===== src/rtl/kws_audio_pkg.sv =====
// Purpose: shared defaults and entry layout for the keyword-spotting audio ingress.
// Latency: n/a (types, constants and a width helper only).
// Backpressure: n/a.
package kws_audio_pkg;

    localparam int SAMPLE_W_DEF = 16;
    localparam int CHANNELS_DEF = 2;
    localparam int DEPTH_DEF    = 16;

    // Channel tag width; a single-channel stream still carries a 1-bit tag.
    function automatic int chan_width(input int channels);
        return (channels > 1) ? $clog2(channels) : 1;
    endfunction

    localparam int CHAN_W_DEF = chan_width(CHANNELS_DEF);

    // One FIFO entry. The top packs non-default widths in this same order,
    // chan in the upper bits and sample in the lower bits.
    typedef struct packed {
        logic [CHAN_W_DEF-1:0]   chan;
        logic [SAMPLE_W_DEF-1:0] sample;
    } kws_entry_t;

endpackage


===== src/rtl/kws_sync_fifo.sv =====
// Purpose: single-clock first-word-fall-through FIFO with occupancy count.
// Latency: pushed word visible at pop_dat_o the cycle after the push.
// Backpressure: push while full is accepted only with a same-cycle pop; flush beats push/pop.
// Ports: push_i/push_dat_i write, pop_i read, flush_i clear, pop_dat_o head,
//        level_o occupancy, full_o/empty_o status.
module kws_sync_fifo #(
    parameter int WIDTH = 17,
    parameter int DEPTH = 16
) (
    input  logic                     clk,
    input  logic                     rst_n,
    input  logic                     push_i,
    input  logic [WIDTH-1:0]         push_dat_i,
    input  logic                     pop_i,
    input  logic                     flush_i,
    output logic [WIDTH-1:0]         pop_dat_o,
    output logic [$clog2(DEPTH):0]   level_o,
    output logic                     full_o,
    output logic                     empty_o
);

    localparam int AW = $clog2(DEPTH);
    localparam int LW = AW + 1;

    logic [WIDTH-1:0] mem_q [DEPTH];
    logic [AW-1:0]    wr_ptr_q, rd_ptr_q;
    logic [LW-1:0]    level_q;
    logic             do_push, do_pop;

    assign full_o  = (level_q == LW'(DEPTH));
    assign empty_o = (level_q == '0);
    assign do_pop  = pop_i & ~empty_o;
    // A pop frees the slot in the same cycle, so a full FIFO can still take a push.
    assign do_push = push_i & (~full_o | do_pop);

    always_ff @(posedge clk or negedge rst_n) begin
        if (!rst_n) begin
            wr_ptr_q <= '0;
            rd_ptr_q <= '0;
            level_q  <= '0;
        end else if (flush_i) begin
            wr_ptr_q <= '0;
            rd_ptr_q <= '0;
            level_q  <= '0;
        end else begin
            if (do_push) wr_ptr_q <= wr_ptr_q + 1'b1;
            if (do_pop)  rd_ptr_q <= rd_ptr_q + 1'b1;
            case ({do_push, do_pop})
                2'b10:   level_q <= level_q + 1'b1;
                2'b01:   level_q <= level_q - 1'b1;
                default: level_q <= level_q;
            endcase
        end
    end

    // Storage is not reset; contents are meaningless while empty.
    always_ff @(posedge clk) begin
        if (do_push && !flush_i) mem_q[wr_ptr_q] <= push_dat_i;
    end

    assign pop_dat_o = mem_q[rd_ptr_q];
    assign level_o   = level_q;

endmodule


===== src/rtl/kws_audio_ingress.sv =====
// Purpose: captures pad audio samples on a synchronised strobe edge, tags channel, decimates frames, buffers in a FIFO.
// Latency: entry written on the edge cycle; out_valid rises after the 3rd clk edge following a pad_valid rise.
// Backpressure: out_valid/out_ready pop; a push into a full FIFO without a pop is dropped and sets sticky overflow.
// Ports: pad_sample/pad_valid pad input, enable/decim/flush/clr_ovf control,
//        out_data/out_chan/out_valid/out_ready stream out, level/overflow status.
module kws_audio_ingress
    import kws_audio_pkg::*;
#(
    parameter int SAMPLE_W = SAMPLE_W_DEF,
    parameter int CHANNELS = CHANNELS_DEF,
    parameter int DEPTH    = DEPTH_DEF
) (
    input  logic                                     clk,
    input  logic                                     rst_n,
    input  logic [SAMPLE_W-1:0]                      pad_sample,
    input  logic                                     pad_valid,
    input  logic                                     enable,
    input  logic [3:0]                               decim,
    input  logic                                     flush,
    input  logic                                     clr_ovf,
    output logic [SAMPLE_W-1:0]                      out_data,
    output logic [((CHANNELS > 1) ? $clog2(CHANNELS) : 1)-1:0] out_chan,
    output logic                                     out_valid,
    input  logic                                     out_ready,
    output logic [$clog2(DEPTH):0]                   level,
    output logic                                     overflow
);

    localparam int CHAN_W  = chan_width(CHANNELS);
    localparam int ENTRY_W = CHAN_W + SAMPLE_W;

    logic              sync1_q, sync2_q, sync3_q;
    logic              pad_edge, accept, push_req, push, pop, drop, chan_wrap;
    logic [CHAN_W-1:0] chan_cnt_q, chan_cnt_d;
    logic [3:0]        dec_cnt_q, dec_cnt_d;
    logic              overflow_q, overflow_d;
    logic              fifo_full, fifo_empty;
    logic [ENTRY_W-1:0] push_dat, pop_dat;

    // Two flops resolve metastability; the third gives the previous level for edge detect.
    always_ff @(posedge clk or negedge rst_n) begin
        if (!rst_n) begin
            sync1_q <= 1'b0;
            sync2_q <= 1'b0;
            sync3_q <= 1'b0;
        end else begin
            sync1_q <= pad_valid;
            sync2_q <= sync1_q;
            sync3_q <= sync2_q;
        end
    end

    assign pad_edge = sync2_q & ~sync3_q;

    always_comb begin
        accept     = pad_edge & enable;
        push_req   = accept & (dec_cnt_q == 4'd0) & ~flush;
        pop        = out_valid & out_ready;
        push       = push_req & (~fifo_full | pop);
        drop       = push_req & fifo_full & ~pop;
        chan_wrap  = (chan_cnt_q == CHAN_W'(CHANNELS - 1));
        chan_cnt_d = chan_cnt_q;
        dec_cnt_d  = dec_cnt_q;
        if (!enable || flush) begin
            chan_cnt_d = '0;
            dec_cnt_d  = 4'd0;
        end else if (accept) begin
            // Dropped samples still advance the channel so tagging stays aligned.
            chan_cnt_d = chan_wrap ? '0 : chan_cnt_q + 1'b1;
            // decim is only looked at here, so a mid-frame change lands on the next frame boundary.
            // >= (not ==) recovers cleanly if decim was lowered below the running count.
            if (chan_wrap) begin
                dec_cnt_d = (dec_cnt_q >= decim) ? 4'd0 : dec_cnt_q + 4'd1;
            end
        end
        overflow_d = overflow_q;
        if (clr_ovf)   overflow_d = 1'b0;
        else if (drop) overflow_d = 1'b1;
    end

    always_ff @(posedge clk or negedge rst_n) begin
        if (!rst_n) begin
            chan_cnt_q <= '0;
            dec_cnt_q  <= 4'd0;
            overflow_q <= 1'b0;
        end else begin
            chan_cnt_q <= chan_cnt_d;
            dec_cnt_q  <= dec_cnt_d;
            overflow_q <= overflow_d;
        end
    end

    assign push_dat = {chan_cnt_q, pad_sample};

    kws_sync_fifo #(
        .WIDTH (ENTRY_W),
        .DEPTH (DEPTH)
    ) u_fifo (
        .clk        (clk),
        .rst_n      (rst_n),
        .push_i     (push),
        .push_dat_i (push_dat),
        .pop_i      (pop),
        .flush_i    (flush),
        .pop_dat_o  (pop_dat),
        .level_o    (level),
        .full_o     (fifo_full),
        .empty_o    (fifo_empty)
    );

    assign out_valid = ~fifo_empty;
    assign out_data  = pop_dat[SAMPLE_W-1:0];
    assign out_chan  = pop_dat[ENTRY_W-1:SAMPLE_W];
    assign overflow  = overflow_q;

endmodule


===== config.mk =====
export PLATFORM = sky130hd
export DESIGN_NAME = kws_audio_ingress
export DESIGN_NICKNAME = d
export VERILOG_FILES = /design/src/rtl/kws_audio_pkg.sv /design/src/rtl/kws_sync_fifo.sv /design/src/rtl/kws_audio_ingress.sv
export SDC_FILE = /design/constraint.sdc
export NUM_CORES = 1
export LEC_CHECK = 0
export ABC_AREA = 1
export CAP_MARGIN = 20
export CORE_MARGIN = 3
export CORE_UTILIZATION = 40
export DETAILED_ROUTE_END_ITERATION = 6
export PLACE_DENSITY = 0.66
export SYNTH_ARGS = -nofsm -noshare
export SYNTH_HDL_FRONTEND = slang
export SYNTH_SLANG_ARGS = --single-unit

===== constraint.sdc =====
create_clock -name clk -period 2.7 [get_ports clk]
set_input_delay 0.405 -clock clk [delete_from_list [all_inputs] [get_ports clk]]
set_output_delay 0.405 -clock clk [all_outputs]
set_load 0.01 [all_outputs]

==> qor.csv <==
stage,metric,value,unit
sta,# setup viols final,0,
power_and_ir_drop,worst vdd ir,0.0005061,V
grt,pin count of the biggest net entering global routing,33,
placement,PortBufs,50,
grt,number of global-route vias before repair,8007,
synth,Post-Synth Simple-Gate Area,9.573,%
detailed_routing,first-pass detailed-route iteration total,6,
synth,sequential area share after synthesis,73.22,%
sta,fin crit share,97.72,%
cells_and_area,area grow syn2layout,22.57,%
synth,Adder-Cell Fraction of Synth Area,1.366,%
cells_and_area,layout cell share with drive strength beyond 1,17.06,%
cells_and_area,NumNets Final,1039,
worst_hold_path,hold path depth,1,
synth,Yosys cell types,38,
grt,global-route wire length before repair,47190,um
clocking,clock sink total,294,
sta,RSZ-0062 raised after global routing,yes,
clocking,total number of H-tree levels,1,
die,Die W,178.5,um
die,die height,178.5,um
power_and_ir_drop,leak pwr,5.000,nW
placement,Detail Placement HPWL,16690,um
synth,Synth Flop Type,edfxtp_1,
grt,GRT Overall Usage,19.56,%
detailed_routing,WL/cell,22.29,um
clocking,"Hold-fix buffers, CTS",0,
worst_hold_path,HP Class,input port to flip-flop,
synth,Yosys top cell by area,edfxtp_1,
power_and_ir_drop,PD cells,823.8,nW/um2
cells_and_area,fin util,50.30,%
synth,syn_area_per_cell,13.19,um2
setup_path,CP Data Arrival Time,2230,ps
sta,Setup TNS,0,ps
setup_path,Crit. End Element,primary output,
synth,Yosys warnings,0,
detailed_routing,drt drc,0,
detailed_routing,DR iter-0 viols,845,
cells_and_area,fin cells,1404,
synth,post-synthesis xor/xnor area fraction,0.2942,%
sta,Worst Skew,15.77,ps
placement,dpl cells,1333,
setup_path,WP data required,2300,ps
setup_path,critical path type,flip-flop to primary output,
sta,setup ws final,61.57,ps
setup_path,startpoint types,flip-flop,
sta,Slew HR,41.06,%
clocking,Bufs on Longest Clock Path,3,
status,status,completed,
detailed_routing,DR vias,8052,
job,max-cap viol count,0,
setup_path,worst r2r path cells,9,
synth,asr flop ratio synth,7.483,%
cells_and_area,Filler cells,2445,
synth,post-synthesis mux area share,0,%
clocking,clk slew on worst S/H paths,60,ps
die,Initial Util,41.04,%
cells_and_area,antenna diode count,0,
cells_and_area,"commonest non-fill, non-tap cells in the layout","edfxtp_1, nor2_1, o21ai_0, o221ai_1, nand2_1",
synth,main combinational cell family by area after synthesis,compound AO/OA/AOI/OAI gates,
sta,Final Hold Vio Count,0,
synth,Syn Std Cell Area,11910,um2
cells_and_area,"most common cell after layout, fill and taps aside",edfxtp_1,
clocking,CTS tree,done,
grt,initial antenna violation count,0,
die,Ports,51,
synth,complex-gate fraction of the synthesized area,12.60,%
die,site row count,62,
setup_path,worst-path maximum fanout,14,
sta,Peak Freq,0.3790,GHz
synth,#FFs+latches synth,294,
clocking,Num CTS Buffers,29,
clocking,"Clk Latency, worst-skew pair",550,ps
sta,Tmin final,2638,ps
placement,pre-CTS setup slack,203.5,ps
detailed_routing,Vias/cell,5.735,
synth,Post-Syn Instances,903,
sta,Pins Over Slew Limit,0,
sta,worst slew pin tran,881.4,ps
cells_and_area,register area,8725,um2
clocking,CTS root buffer,clkbuf_16,
die,core area,29010,um2
detailed_routing,ANT nets after route,0,
die,die area,31870,um2
placement,GP Congestion,0.8077,
synth,"EDFF count, synth",272,
cells_and_area,multi-input logic area,2910,um2
grt,GRT overflow,0,
detailed_routing,DRT Wirelength,31290,um
synth,syn_nets,943,
synth,Synth area leaders,"edfxtp_1, o21ai_0, nor2_1",
synth,post-synth top area share,68.60,%
power by group:
part | internal [W] | total (W) | switching (W)
Clock | 0.00243 | 0.00408 | 0.00165
Combinational | 0.00115 | 0.00280 | 0.00165
Sequential | 0.00505 | 0.00514 | 0.0000932
Total | 0.00863 | 0.0120 | 0.00339
state kept, by name, summed over array words and instances, names as in the netlist:
name             count
u_fifo.mem_q       272
u_fifo.level_o       5
dec_cnt_q            4
u_fifo.rd_ptr_q      4
u_fifo.wr_ptr_q      4
chan_cnt_q           1
overflow             1
sync1_q              1
sync2_q              1
sync3_q              1
routing by layer:
metal	routed length, um	track usage, %	vias up
li1	-	-	3583
met1	13080	27.40	3982
met2	14400	30.33	398
met3	2644	3.704	89
met4	1165	7.597	0
met5	0	0	-
logic make-up (layout without fill, tap and decap cells):
group / count (synthesis) / after routing
flops: 294 / 294
compound gates: 245 / 245
fa+ha+maj: 13 / 13
simple gates: 261 / 261
xor+xnor: 4 / 4
buf+inv: 86 / 203
metrics by stage:
step	cell area [um2]	total power (W)	hold WS [ps]
floorplan	11910	0.006617	109.4
global placement	13230	0.007537	333.5
detailed placement	13230	0.007585	345.1
CTS	14620	0.01206	297.5
global route	14590	0.01251	306.9
finish	14590	0.01202	306.4
final cells by class:
| type | instances | area share, % |
|---|---|---|
| Sequential cell | 294 | 59.78 |
| Tap cell | 384 | 3.292 |
| Multi-Input combinational cell | 523 | 19.94 |
| Timing Repair Buffer | 120 | 9.525 |
| Clock inverter | 19 | 1.475 |
| Inverter | 31 | 0.9088 |
| Clock buffer | 33 | 5.075 |
cell usage after synthesis (13+ instances only):
cell type	instances
o211ai_1	14
nand2_1	50
o22ai_1	16
edfxtp_1	272
o221ai_1	54
clkbuf_1	40
nand3_1	31
dfrtp_1	22
inv_1	29
nor2_1	161
ha_1	13
o21ai_0	139
repair_timing:
| action | in CTS | in global routing |
|---|---|---|
| setup endpoints to repair | 17 | 16 |
| gates cloned | 9 | 1 |
| gates resized for setup | 85 | 43 |
| buffers inserted | 9 | 1 |
| pin swaps | 10 | 14 |
worst max-delay path, cell delays in order (launching register included):
cell	delay [ps]
dfrtp_4	560
buf_6	170
buf_12	120
buf_16	150
nor2_1	110
o221ai_1	140
nand3_1	150
nand2_1	70
clkdlybuf4s15_2	220
final timing paths:
| kind | start | endpoint | slack, ps |
|---|---|---|---|
| setup reg to reg | dec_cnt_q[0]$_DFFE_PN0P_ | u_fifo.mem_q[6][11]$_DFFE_PP_ | 540 |
| max in group asynchronous | rst_n | u_fifo.rd_ptr_q[0]$_DFFE_PN0P_ | 1690 |
| hold / removal | pad_valid | sync1_q$_DFF_PN0_ | 310 |
| setup / recovery | u_fifo.rd_ptr_q[0]$_DFFE_PN0P_ | out_data[2] | 60 |
| hold reg to reg | sync1_q$_DFF_PN0_ | sync2_q$_DFF_PN0_ | 360 |
| min in group asynchronous | rst_n | u_fifo.level_o[0]$_DFFE_PN0P_ | 360 |
Power figures use the tool's default switching activity.
